**src/rtl/nw_cell_feeder_if.sv**
```systemverilog
// Candidate/result handshake between the Needleman-Wunsch cell feeder and the
// Max stage, plus the traceback symbol write port.
interface nw_cell_feeder_if #(
    parameter int SCORE_W = 9,
    parameter int ADDR_W  = 6
);
    logic               value;
    logic [SCORE_W-1:0] diag;
    logic [SCORE_W-1:0] up;
    logic [SCORE_W-1:0] lx;
    logic [SCORE_W-1:0] max;
    logic [2:0]         symbol;
    logic               calculated;
    logic               sym_we;
    logic [ADDR_W-1:0]  sym_addr;
    logic [2:0]         sym_data;

    modport master (
        output value, diag, up, lx, sym_we, sym_addr, sym_data,
        input  max, symbol, calculated
    );

    modport slave (
        input  value, diag, up, lx, sym_we, sym_addr, sym_data,
        output max, symbol, calculated
    );
endinterface

```
**src/rtl/nw_cell_feeder.sv**
```systemverilog
// Needleman-Wunsch cell feeder: walks the N x N score matrix row-major, builds
// the diag/up/left candidates for each cell, hands them to Max, writes Max's
// result back into a one-row score buffer and streams traceback symbols out.
// Optional feature macro: NW_CLAMP_EN -- candidates (and border values)
// saturate to the signed SCORE_W range instead of wrapping.
module nw_cell_feeder #(
    parameter int N        = 8,
    parameter int SCORE_W  = 9,
    parameter int ADDR_W   = 6,
    parameter int MATCH    = 1,
    parameter int MISMATCH = -1,
    parameter int GAP      = -2
) (
    input  logic               clk,
    input  logic               rst_n,
    input  logic               start,
    input  logic [2*N-1:0]     seq_a,
    input  logic [2*N-1:0]     seq_b,
    output logic               busy,
    output logic               done,
    output logic [SCORE_W-1:0] final_score,
    nw_cell_feeder_if.master   bus
);
    localparam int IDX_W = $clog2(N + 1);

    typedef logic signed [SCORE_W-1:0] score_t;
    typedef logic signed [SCORE_W:0]   wide_t;

    typedef enum logic [2:0] {
        ST_IDLE   = 3'd0,
        ST_INIT   = 3'd1,
        ST_ISSUE  = 3'd2,
        ST_WAIT   = 3'd3,
        ST_UPDATE = 3'd4,
        ST_DONE   = 3'd5
    } state_t;

    localparam int SAT_HI = (2 ** (SCORE_W - 1)) - 1;
    localparam int SAT_LO = -(2 ** (SCORE_W - 1));

    // Reduce a signed sum to SCORE_W bits: saturate or two's-complement wrap.
    function automatic score_t fit(input int v);
`ifdef NW_CLAMP_EN
        if (v > SAT_HI) begin
            return score_t'(SAT_HI);
        end else if (v < SAT_LO) begin
            return score_t'(SAT_LO);
        end else begin
            return score_t'(v);
        end
`else
        return score_t'(v);
`endif
    endfunction

    state_t             state_r, state_nxt_s;
    logic [1:0]         base_a_r [0:N];
    logic [1:0]         base_b_r [0:N];
    score_t             row_r    [0:N];
    score_t             dreg_r, left_r;
    logic [IDX_W-1:0]   i_r, j_r;
    logic               busy_r, done_r, value_r, sym_we_r;
    score_t             diag_r, up_r, lx_r, final_r;
    logic [ADDR_W-1:0]  sym_addr_r;
    logic [2:0]         sym_data_r;
    wide_t              diag_sum_s, up_sum_s, lx_sum_s;
    logic               last_s;

    assign last_s       = (i_r == IDX_W'(N)) && (j_r == IDX_W'(N));
    assign busy         = busy_r;
    assign done         = done_r;
    assign final_score  = final_r;
    assign bus.value    = value_r;
    assign bus.diag     = diag_r;
    assign bus.up       = up_r;
    assign bus.lx       = lx_r;
    assign bus.sym_we   = sym_we_r;
    assign bus.sym_addr = sym_addr_r;
    assign bus.sym_data = sym_data_r;

    // Candidate sums for the current cell, one bit wider than a score.
    always_comb begin
        diag_sum_s = wide_t'(dreg_r);
        if (base_a_r[i_r] == base_b_r[j_r]) begin
            diag_sum_s = wide_t'(dreg_r) + wide_t'(MATCH);
        end else begin
            diag_sum_s = wide_t'(dreg_r) + wide_t'(MISMATCH);
        end
        up_sum_s = wide_t'(row_r[j_r]) + wide_t'(GAP);
        lx_sum_s = wide_t'(left_r) + wide_t'(GAP);
    end

    // State register.
    always_ff @(posedge clk or negedge rst_n) begin
        if (!rst_n) begin
            state_r <= ST_IDLE;
        end else begin
            state_r <= state_nxt_s;
        end
    end

    // Next-state logic.
    always_comb begin
        state_nxt_s = state_r;
        case (state_r)
            ST_IDLE: begin
                if (start) begin
                    state_nxt_s = ST_INIT;
                end else begin
                    state_nxt_s = ST_IDLE;
                end
            end
            ST_INIT:  state_nxt_s = ST_ISSUE;
            ST_ISSUE: state_nxt_s = ST_WAIT;
            ST_WAIT: begin
                if (bus.calculated) begin
                    state_nxt_s = ST_UPDATE;
                end else begin
                    state_nxt_s = ST_WAIT;
                end
            end
            ST_UPDATE: begin
                if (last_s) begin
                    state_nxt_s = ST_DONE;
                end else begin
                    state_nxt_s = ST_ISSUE;
                end
            end
            ST_DONE:  state_nxt_s = ST_IDLE;
            default:  state_nxt_s = ST_IDLE;
        endcase
    end

    // Datapath: sequence latch, row buffer, cell indices and registered outputs.
    always_ff @(posedge clk or negedge rst_n) begin
        if (!rst_n) begin
            for (int k = 0; k <= N; k++) begin
                base_a_r[k] <= 2'b00;
                base_b_r[k] <= 2'b00;
                row_r[k]    <= score_t'(0);
            end
            dreg_r     <= score_t'(0);
            left_r     <= score_t'(0);
            i_r        <= IDX_W'(1);
            j_r        <= IDX_W'(1);
            busy_r     <= 1'b0;
            done_r     <= 1'b0;
            value_r    <= 1'b0;
            sym_we_r   <= 1'b0;
            diag_r     <= score_t'(0);
            up_r       <= score_t'(0);
            lx_r       <= score_t'(0);
            final_r    <= score_t'(0);
            sym_addr_r <= {ADDR_W{1'b0}};
            sym_data_r <= 3'b000;
        end else begin
            case (state_r)
                ST_IDLE: begin
                    if (start) begin
                        for (int k = 1; k <= N; k++) begin
                            base_a_r[k] <= seq_a[2*k-2 +: 2];
                            base_b_r[k] <= seq_b[2*k-2 +: 2];
                        end
                        busy_r <= 1'b1;
                    end
                end
                ST_INIT: begin
                    for (int k = 0; k <= N; k++) begin
                        row_r[k] <= fit(k * GAP);
                    end
                    i_r    <= IDX_W'(1);
                    j_r    <= IDX_W'(1);
                    left_r <= fit(GAP);
                    dreg_r <= score_t'(0);
                end
                ST_ISSUE: begin
                    diag_r  <= fit(int'(diag_sum_s));
                    up_r    <= fit(int'(up_sum_s));
                    lx_r    <= fit(int'(lx_sum_s));
                    value_r <= 1'b1;
                end
                ST_WAIT: begin
                    // Candidates hold until Max answers; the answer is folded in here.
                    if (bus.calculated) begin
                        value_r    <= 1'b0;
                        sym_we_r   <= 1'b1;
                        sym_addr_r <= ADDR_W'((int'(i_r) - 1) * N + int'(j_r) - 1);
                        sym_data_r <= bus.symbol;
                        dreg_r     <= row_r[j_r];
                        row_r[j_r] <= bus.max;
                        left_r     <= bus.max;
                        if (last_s) begin
                            final_r <= bus.max;
                        end
                    end
                end
                ST_UPDATE: begin
                    sym_we_r <= 1'b0;
                    if (j_r < IDX_W'(N)) begin
                        j_r <= j_r + IDX_W'(1);
                    end else if (i_r < IDX_W'(N)) begin
                        // New row: diagonal and left neighbours come from column 0.
                        i_r    <= i_r + IDX_W'(1);
                        j_r    <= IDX_W'(1);
                        dreg_r <= fit(int'(i_r) * GAP);
                        left_r <= fit((int'(i_r) + 1) * GAP);
                    end else begin
                        busy_r <= 1'b0;
                        done_r <= 1'b1;
                    end
                end
                ST_DONE: begin
                    done_r <= 1'b0;
                end
                default: begin
                    value_r  <= 1'b0;
                    sym_we_r <= 1'b0;
                    done_r   <= 1'b0;
                end
            endcase
        end
    end
endmodule
```
**src/flat_wrapper.sv**
```systemverilog
// flat-port wrapper written by rule: the top's interface ports become plain ports
module nw_cell_feeder_flat 
#(
    parameter int N        = 8,
    parameter int SCORE_W  = 9,
    parameter int ADDR_W   = 6,
    parameter int MATCH    = 1,
    parameter int MISMATCH = -1,
    parameter int GAP      = -2
)
  (clk, rst_n, start, seq_a, seq_b, busy, done, final_score, bus_value, bus_diag, bus_up, bus_lx, bus_sym_we, bus_sym_addr, bus_sym_data, bus_max, bus_symbol, bus_calculated);
  nw_cell_feeder_if #(.SCORE_W(SCORE_W), .ADDR_W(ADDR_W)) bus_i ();
  input  logic clk;
  input  logic rst_n;
  input  logic start;
  input  logic [2*N-1:0] seq_a;
  input  logic [2*N-1:0] seq_b;
  output logic busy;
  output logic done;
  output logic [SCORE_W-1:0] final_score;
  output wire logic [$bits(bus_i.value)-1:0] bus_value;
  output wire logic [$bits(bus_i.diag)-1:0] bus_diag;
  output wire logic [$bits(bus_i.up)-1:0] bus_up;
  output wire logic [$bits(bus_i.lx)-1:0] bus_lx;
  output wire logic [$bits(bus_i.sym_we)-1:0] bus_sym_we;
  output wire logic [$bits(bus_i.sym_addr)-1:0] bus_sym_addr;
  output wire logic [$bits(bus_i.sym_data)-1:0] bus_sym_data;
  input wire logic [$bits(bus_i.max)-1:0] bus_max;
  input wire logic [$bits(bus_i.symbol)-1:0] bus_symbol;
  input wire logic [$bits(bus_i.calculated)-1:0] bus_calculated;
  assign bus_value = bus_i.value;
  assign bus_diag = bus_i.diag;
  assign bus_up = bus_i.up;
  assign bus_lx = bus_i.lx;
  assign bus_sym_we = bus_i.sym_we;
  assign bus_sym_addr = bus_i.sym_addr;
  assign bus_sym_data = bus_i.sym_data;
  assign bus_i.max = bus_max;
  assign bus_i.symbol = bus_symbol;
  assign bus_i.calculated = bus_calculated;
  nw_cell_feeder #(.N(N), .SCORE_W(SCORE_W), .ADDR_W(ADDR_W), .MATCH(MATCH), .MISMATCH(MISMATCH), .GAP(GAP)) u_core (.clk(clk), .rst_n(rst_n), .start(start), .seq_a(seq_a), .seq_b(seq_b), .busy(busy), .done(done), .final_score(final_score), .bus(bus_i));
endmodule
```
**config.mk**
```make
export PLATFORM = sky130hd
export DESIGN_NAME = nw_cell_feeder_flat
export DESIGN_NICKNAME = d
export VERILOG_FILES = /design/src/rtl/nw_cell_feeder_if.sv /design/src/rtl/nw_cell_feeder.sv /design/src/flat_wrapper.sv
export SDC_FILE = /design/constraint.sdc
export NUM_CORES = 1
export LEC_CHECK = 0
export BUFFER_PORTS_ARGS = -buffer_cell sky130_fd_sc_hd__buf_2
export CORE_MARGIN = 1.5
export CORE_UTILIZATION = 45
export CTS_CLUSTER_DIAMETER = 150
export DETAILED_ROUTE_END_ITERATION = 8
export PLACE_DENSITY_LB_ADDON = 0.3
export SLEW_MARGIN = 10
export SYNTH_ARGS = -nofsm -noshare
export SYNTH_HDL_FRONTEND = slang
export SYNTH_SLANG_ARGS = --single-unit
```
**constraint.sdc**
```tcl
create_clock -name clk -period 4.1 [get_ports clk]
set_clock_uncertainty 0.1 [all_clocks]
set_input_delay 0.82 -clock clk [delete_from_list [all_inputs] [get_ports clk]]
set_output_delay 0.82 -clock clk [all_outputs]
set_load 0.05 [all_outputs]
```
Yosys cells after proc, flatten, opt, wreduce, memory -nomap -nowiden:

Cells that the tools add are included.

* flip-flop bits (word level): 191
* bits in latches: 0
* bits in writable memories: 0
* ROM bits: 0
* input bits: 48
* memories: 0

* add/sub/neg operators: 12
* $mul: 0
* div/mod/pow operators: 0
* magnitude comparators: 5
* equal/unequal tests: 14
* shifts and indexed selects: 0
* mux-type cells: 44
* bitwise operators: 5
* reduce and logical (&&, ||, !) cells: 21

Operator list (count)
* $pmux 81 s2: 1
* $mux 9: 10
* $bwmux 81: 1
* $mux 81: 1
* $pmux 9 s3: 2
* $bmux 9 s4: 1
* $demux 9 s4: 1
* $add 9x2->9 const B: 3
* $bmux 2 s4: 2
* $mux 4: 4
* $pmux 4 s2: 2
* $pmux 3 s5: 1
* $reduce_and 2->1: 6
* $reduce_or 4->1: 3
* $ge 5x5->1 const B: 2
* $not 4->5: 2
* $add 9x1->9 const B: 1
* $reduce_and 3->1: 3
* $add 4x1->4 const B: 2
* $eq 4x4->1 const B: 2
* $lt 4x4->1 const B: 2
* $mux 1: 8
* $mux 2: 4
* $ne 2x2->1 const B: 4
* 22 further kinds: 33

Longest topological paths before layout:

* depth after elaboration: 8
* depth in mapped cells: 16
* depth with buffers taken out: 14

Worst setup path before layout:

Ideal clock, no wire load.

* kind: register -> register
* start point: register u_core.i_r[0]
* end point: register u_core.diag_r[7] (netlist: u_core.bus.diag[7])
* arrival time: 3.327 ns
* data required time: 3.869 ns
* slack: 0.542 ns
* cell stages (with the launch flop): 16
* path buffers: 1
* period minus slack after synthesis: 3.558 ns
* cell sequence: dfstp_2 -> buf_6 -> mux2_2 -> a221oi_1 -> a21oi_1 -> xnor2_1 -> nor2_2 -> inv_1 -> ha_1 -> a21o_1 -> a21o_1 -> a21o_1 -> a21o_1 -> a21oi_1 -> nor4b_1 -> or3_1

* cells in the longest elaborated chain, start to end: 6

RTL lines
* start: declaration: line nw_cell_feeder.sv:61 `logic [IDX_W-1:0] i_r, j_r;`
* start signal: assignment: line nw_cell_feeder.sv:203 `i_r <= i_r + IDX_W'(1);`
* $not 4->5 (implied by the code): line nw_cell_feeder.sv:84 `if (base_a_r[i_r] == base_b_r[j_r]) begin`
* $bmux 2 s4: line nw_cell_feeder.sv:84
* $mux 2 (implied by the code) (2 in a row): line nw_cell_feeder.sv:84
* $eq 2x2->1: line nw_cell_feeder.sv:84
* $mux 9: line nw_cell_feeder.sv:84
* end signal: assignment: line nw_cell_feeder.sv:150 `diag_r <= score_t'(0);`
* end signal: assignment: line nw_cell_feeder.sv:177 `diag_r <= fit(int'(diag_sum_s));`
* end: declaration: line nw_cell_feeder.sv:63 `score_t diag_r, up_r, lx_r, final_r;`

Every way passes these cells. The select of a mux whose other input is x is not followed.
A chain may end at the register's enable or synchronous reset.

Final worst setup path:

Ends and elaborated chain as after synthesis.

==> impl_metrics.prom <==
# TYPE chip_impl_metric gauge
chip_impl_metric{name="total_of_flip_flops_plus_latches_after_synthesis",unit=""} 191
chip_impl_info{name="post-synth-top-count-cell",value="dfrtp_1"} 1
chip_impl_metric{name="fin_worst_hold_slack",unit="ps"} 279.4
chip_impl_info{name="synthTopCellsByArea",value="dfrtp_1, mux2_2, o21ai_0, nand2_1, mux2i_1"} 1
chip_impl_metric{name="synth.avg_cell_area",unit="µm²"} 10.38
chip_impl_metric{name="final_worst_path_period_need",unit="ps"} 3867
chip_impl_metric{name="relSlewSlack",unit="%"} 34.47
chip_impl_info{name="crit_path_frequent_cell",value="a21o_1"} 1
chip_impl_metric{name="h_tree_depth_reported_by_cts",unit=""} 4
chip_impl_metric{name="die-height",unit="µm"} 147.5
chip_impl_info{name="ys_dominant_reg_cell",value="dfrtp_1"} 1
chip_impl_metric{name="detail_route.drc_violations",unit=""} 0
chip_impl_metric{name="synth_adder_area_share",unit="%"} 3.225
chip_impl_metric{name="simple_gate_area_share_of_the_yosys_netlist",unit="%"} 12.21
chip_impl_info{name="rsz0062_at_grt",value="false"} 1
chip_impl_metric{name="portBuffers",unit=""} 96
chip_impl_metric{name="ctsResizeCount",unit=""} 0
chip_impl_info{name="status",value="finished, final reports clean"} 1
chip_impl_metric{name="totalWireLength",unit="µm"} 23720
chip_impl_metric{name="achievable-frequency",unit="MHz"} 258.6
chip_impl_metric{name="required",unit="ps"} 4310
chip_impl_metric{name="cts-root-to-sink-buffers",unit=""} 2
chip_impl_metric{name="setup_tns",unit="ps"} 0
chip_impl_metric{name="mappedNetlistArea",unit="µm²"} 9390
chip_impl_metric{name="num_rows",unit=""} 52
chip_impl_metric{name="routabilityCongestion",unit=""} 0.8768
chip_impl_metric{name="power.static_leakage",unit="nW"} 4.719
chip_impl_metric{name="detailedPlacementHpwl",unit="µm"} 16720
chip_impl_info{name="synth_top_area_cell",value="dfrtp_1"} 1
chip_impl_metric{name="ys_types",unit=""} 58
chip_impl_metric{name="grt_pass1_vias",unit=""} 6959
chip_impl_info{name="critical_path_class",value="flop to flop"} 1
chip_impl_metric{name="ys_async_rst_share",unit="%"} 100.0
chip_impl_metric{name="count_of_placed_standard_cells_in_the_final_layout_fillers_left_out",unit=""} 1264
chip_impl_info{name="setup.worst_path.start_class",value="flop"} 1
chip_impl_metric{name="syn-instance-count",unit=""} 905
chip_impl_metric{name="timing_max_transition_violations_final",unit=""} 0
chip_impl_metric{name="synth_compound_gate_area_share",unit="%"} 14.12
chip_impl_metric{name="finalCritPeriodShare",unit="%"} 94.33
chip_impl_metric{name="cts_setup_buffers",unit=""} 0
chip_impl_metric{name="final_net_count",unit=""} 1052
chip_impl_metric{name="synth.net_count",unit=""} 976
chip_impl_metric{name="synth_top_area_share",unit="%"} 50.37
chip_impl_metric{name="crit_buf_inv",unit=""} 1
chip_impl_metric{name="global_route.usage.total",unit="%"} 22.50
chip_impl_metric{name="avgViaCountPerCell",unit=""} 5.647
chip_impl_metric{name="irDropWorstVdd",unit="mV"} 0.3685
chip_impl_metric{name="drtIter0Drc",unit=""} 555
chip_impl_info{name="cp_delay_by_family_top",value="compound AO/OA/AOI/OAI gates"} 1
chip_impl_metric{name="die_area",unit="µm²"} 21740
chip_impl_metric{name="detail_route.first_pass.iterations",unit=""} 5
chip_impl_metric{name="clock_sink_count",unit=""} 191
chip_impl_metric{name="antenna-diode-count",unit=""} 0
chip_impl_metric{name="synth_sequential_area_ratio",unit="%"} 50.93
chip_impl_metric{name="n_fill_cell",unit=""} 1813
chip_impl_metric{name="core_area",unit="µm²"} 20360
chip_impl_metric{name="starting_utilization_of_the_core_area",unit="%"} 46.11
chip_impl_metric{name="gr-total-overflow",unit=""} 0
chip_impl_metric{name="ctsHoldBuffers",unit=""} 0
chip_impl_metric{name="dieWidth",unit="µm"} 147.5
chip_impl_info{name="synth_top_family_by_area",value="compound AO/OA/AOI/OAI gates"} 1
chip_impl_metric{name="grt_first_pass_wirelength",unit="µm"} 37800
chip_impl_metric{name="post_drt_wl_per_cell",unit="µm"} 18.77
chip_impl_info{name="endpoint_kind",value="flop"} 1
chip_impl_metric{name="cts.clk_slew.worst_paths",unit="ps"} 70
chip_impl_metric{name="worstPathMaxFanout",unit=""} 7
chip_impl_metric{name="area_delta_synth_final",unit="%"} 13.54
chip_impl_info{name="synth_top_cells_by_count",value="dfrtp_1, nand2_1, o21ai_0"} 1
chip_impl_metric{name="ys.warnings.count",unit=""} 4
chip_impl_metric{name="post_synth_mux_area_share",unit="%"} 13.12
chip_impl_metric{name="antenna_violations_before_repair",unit=""} 0
chip_impl_metric{name="worst_ep_arrival_time",unit="ps"} 4080
chip_impl_metric{name="setup_viol",unit=""} 0
chip_impl_info{name="worst_min_path_class",value="input port to asynchronous set/reset pin"} 1
chip_impl_metric{name="numPlacedInstances",unit=""} 1232
chip_impl_metric{name="top_level_ports",unit=""} 97
chip_impl_info{name="cts_tree",value="yes"} 1
chip_impl_metric{name="power.density_cell_area",unit="nW/µm²"} 804.4
chip_impl_info{name="critical_path.slowest_cell",value="dfstp_2"} 1
chip_impl_info{name="critical_path.cell_chain",value="mux2_2, a221oi_1, a21oi_2, xnor2_1, nor2_2, inv_1, ha_1, a21o_1, a21o_1, a21o_1, a21o_1, a21oi_1, nor4b_1, or3_1"} 1
chip_impl_metric{name="xor_xnor_share_of_the_synthesized_area",unit="%"} 2.572
chip_impl_metric{name="number_of_buffers_created_by_cts",unit=""} 17
chip_impl_metric{name="hold_viol_final",unit=""} 0
chip_impl_metric{name="critPathMaxStageDelay",unit="ps"} 640
chip_impl_metric{name="power.total",unit="mW"} 8.576
chip_impl_metric{name="proportion_of_layout_cells_with_a_drive_suffix_above_1",unit="%"} 24.45
chip_impl_metric{name="postRouteAntennaNets",unit=""} 0
chip_impl_metric{name="clk-insertion-delay-late",unit="ps"} 440
chip_impl_metric{name="dr_total_vias",unit=""} 7138
chip_impl_metric{name="synth_enable_flop_cells",unit=""} 0
chip_impl_info{name="root_buffer",value="clkbuf_16"} 1
chip_impl_metric{name="grt_max_degree",unit=""} 81
chip_impl_metric{name="drv_cap",unit=""} 0
chip_impl_metric{name="tightest_slew",unit="ps"} 980.9
sequential cells by signal (all words and copies together) (netlist names):
register and count:
u_core.j_r 4, u_core.dreg_r 9, u_core.busy 1, u_core.i_r 4, u_core.bus.diag 9, u_core.left_r 9
u_core.bus.up 9, u_core.bus.lx 9, u_core.final_score 9, u_core.done 1, u_core.bus.value 1, u_core.bus.sym_we 1
u_core.base_b_r 16, u_core.state_r 3, u_core.row_r 81, u_core.base_a_r 16, u_core.bus.sym_addr 6, u_core.bus.sym_data 3
worst reg2reg max path, cell delays in order, from the launching register on:
cell	delay (ps)
dfstp_2	640
mux2_2	370
a221oi_1	340
a21oi_2	60
xnor2_1	150
nor2_2	190
inv_1	180
ha_1	320
a21o_1	180
a21o_1	200
a21o_1	180
a21o_1	190
a21oi_1	190
nor4b_1	70
or3_1	390
logic make-up (layout without fill, tap and decap cells):
logic type | after synthesis | after routing
compound gates | 225 | 225
mux | 110 | 110
fa+ha+maj | 23 | 23
buf+inv | 80 | 169
xor+xnor | 26 | 26
simple gates | 250 | 250
flops | 191 | 191
cell type report:
cell class                      count  area (µm²)  area share [%]
Inverter                           21       78.83          0.7393
Sequential cell                   191        4782           44.85
Tap cell                          270       337.8           3.169
Clock inverter                     11       108.9           1.021
Clock buffer                       21       450.4           4.225
Timing Repair Buffer              116       651.9           6.114
Multi-Input combinational cell    634        4252           39.88
worst paths after layout:
| check | from | end | slack [ps] | depth (start not counted) |
|---|---|---|---|---|
| setup / recovery | u_core.i_r[0] | u_core.bus.diag[7] | 230 | 14 |
| hold / removal | rst_n | u_core.bus.lx[4] | 280 | 1 |
| setup reg to reg | u_core.i_r[0] | u_core.bus.diag[7] | 230 | 14 |
| hold reg to reg | u_core.bus.up[7] | u_core.bus.up[7] | 380 | 2 |
| max in group asynchronous | rst_n | u_core.i_r[0] | 2640 | 2 |
| min in group clk | u_core.bus.up[7] | u_core.bus.up[7] | 380 | 2 |
stage by stage:
step / instance area (µm²) / worst slack (ps) / util, %
floorplan: 9390 / 541.5 / -
global placement: 10100 / 343.2 / 49.61
detailed placement: 10100 / 260.3 / 49.61
CTS: 10660 / 240.0 / 52.35
global route: 10660 / 54.06 / 52.35
finish: 10660 / 232.7 / 52.35
layer usage:
metal | up-vias | global-route usage, % | routed length, µm
met5 | - | 0 | 0
met4 | 0 | 7.050 | 495
met3 | 35 | 5.185 | 1323
met2 | 232 | 36.46 | 11380
met1 | 3510 | 30.13 | 10520
li1 | 3361 | - | -
cells in the final DEF, fill, tap and decap left out, drive strengths merged, types with 23 or more instances in the layout:
cell   synthesis  layout
mux2          75      75
dfrtp        189     189
buf           22     115
o21ai        116     116
inv           21      23
nand2        123     123
nand3         38      38
nor2          32      32
mux2i         32      32
a21oi         45      45
where the power goes:
| part | switching (mW) | leakage [nW] | total, mW | internal [mW] |
|---|---|---|---|---|
| sequential | 0.397 | 2.23 | 2.88 | 2.49 |
| clock | 0.742 | 0.266 | 1.60 | 0.860 |
| combinational | 2.57 | 2.22 | 4.09 | 1.52 |
| total | 3.71 | 4.72 | 8.58 | 4.87 |
Power figures use the tool's default switching activity.
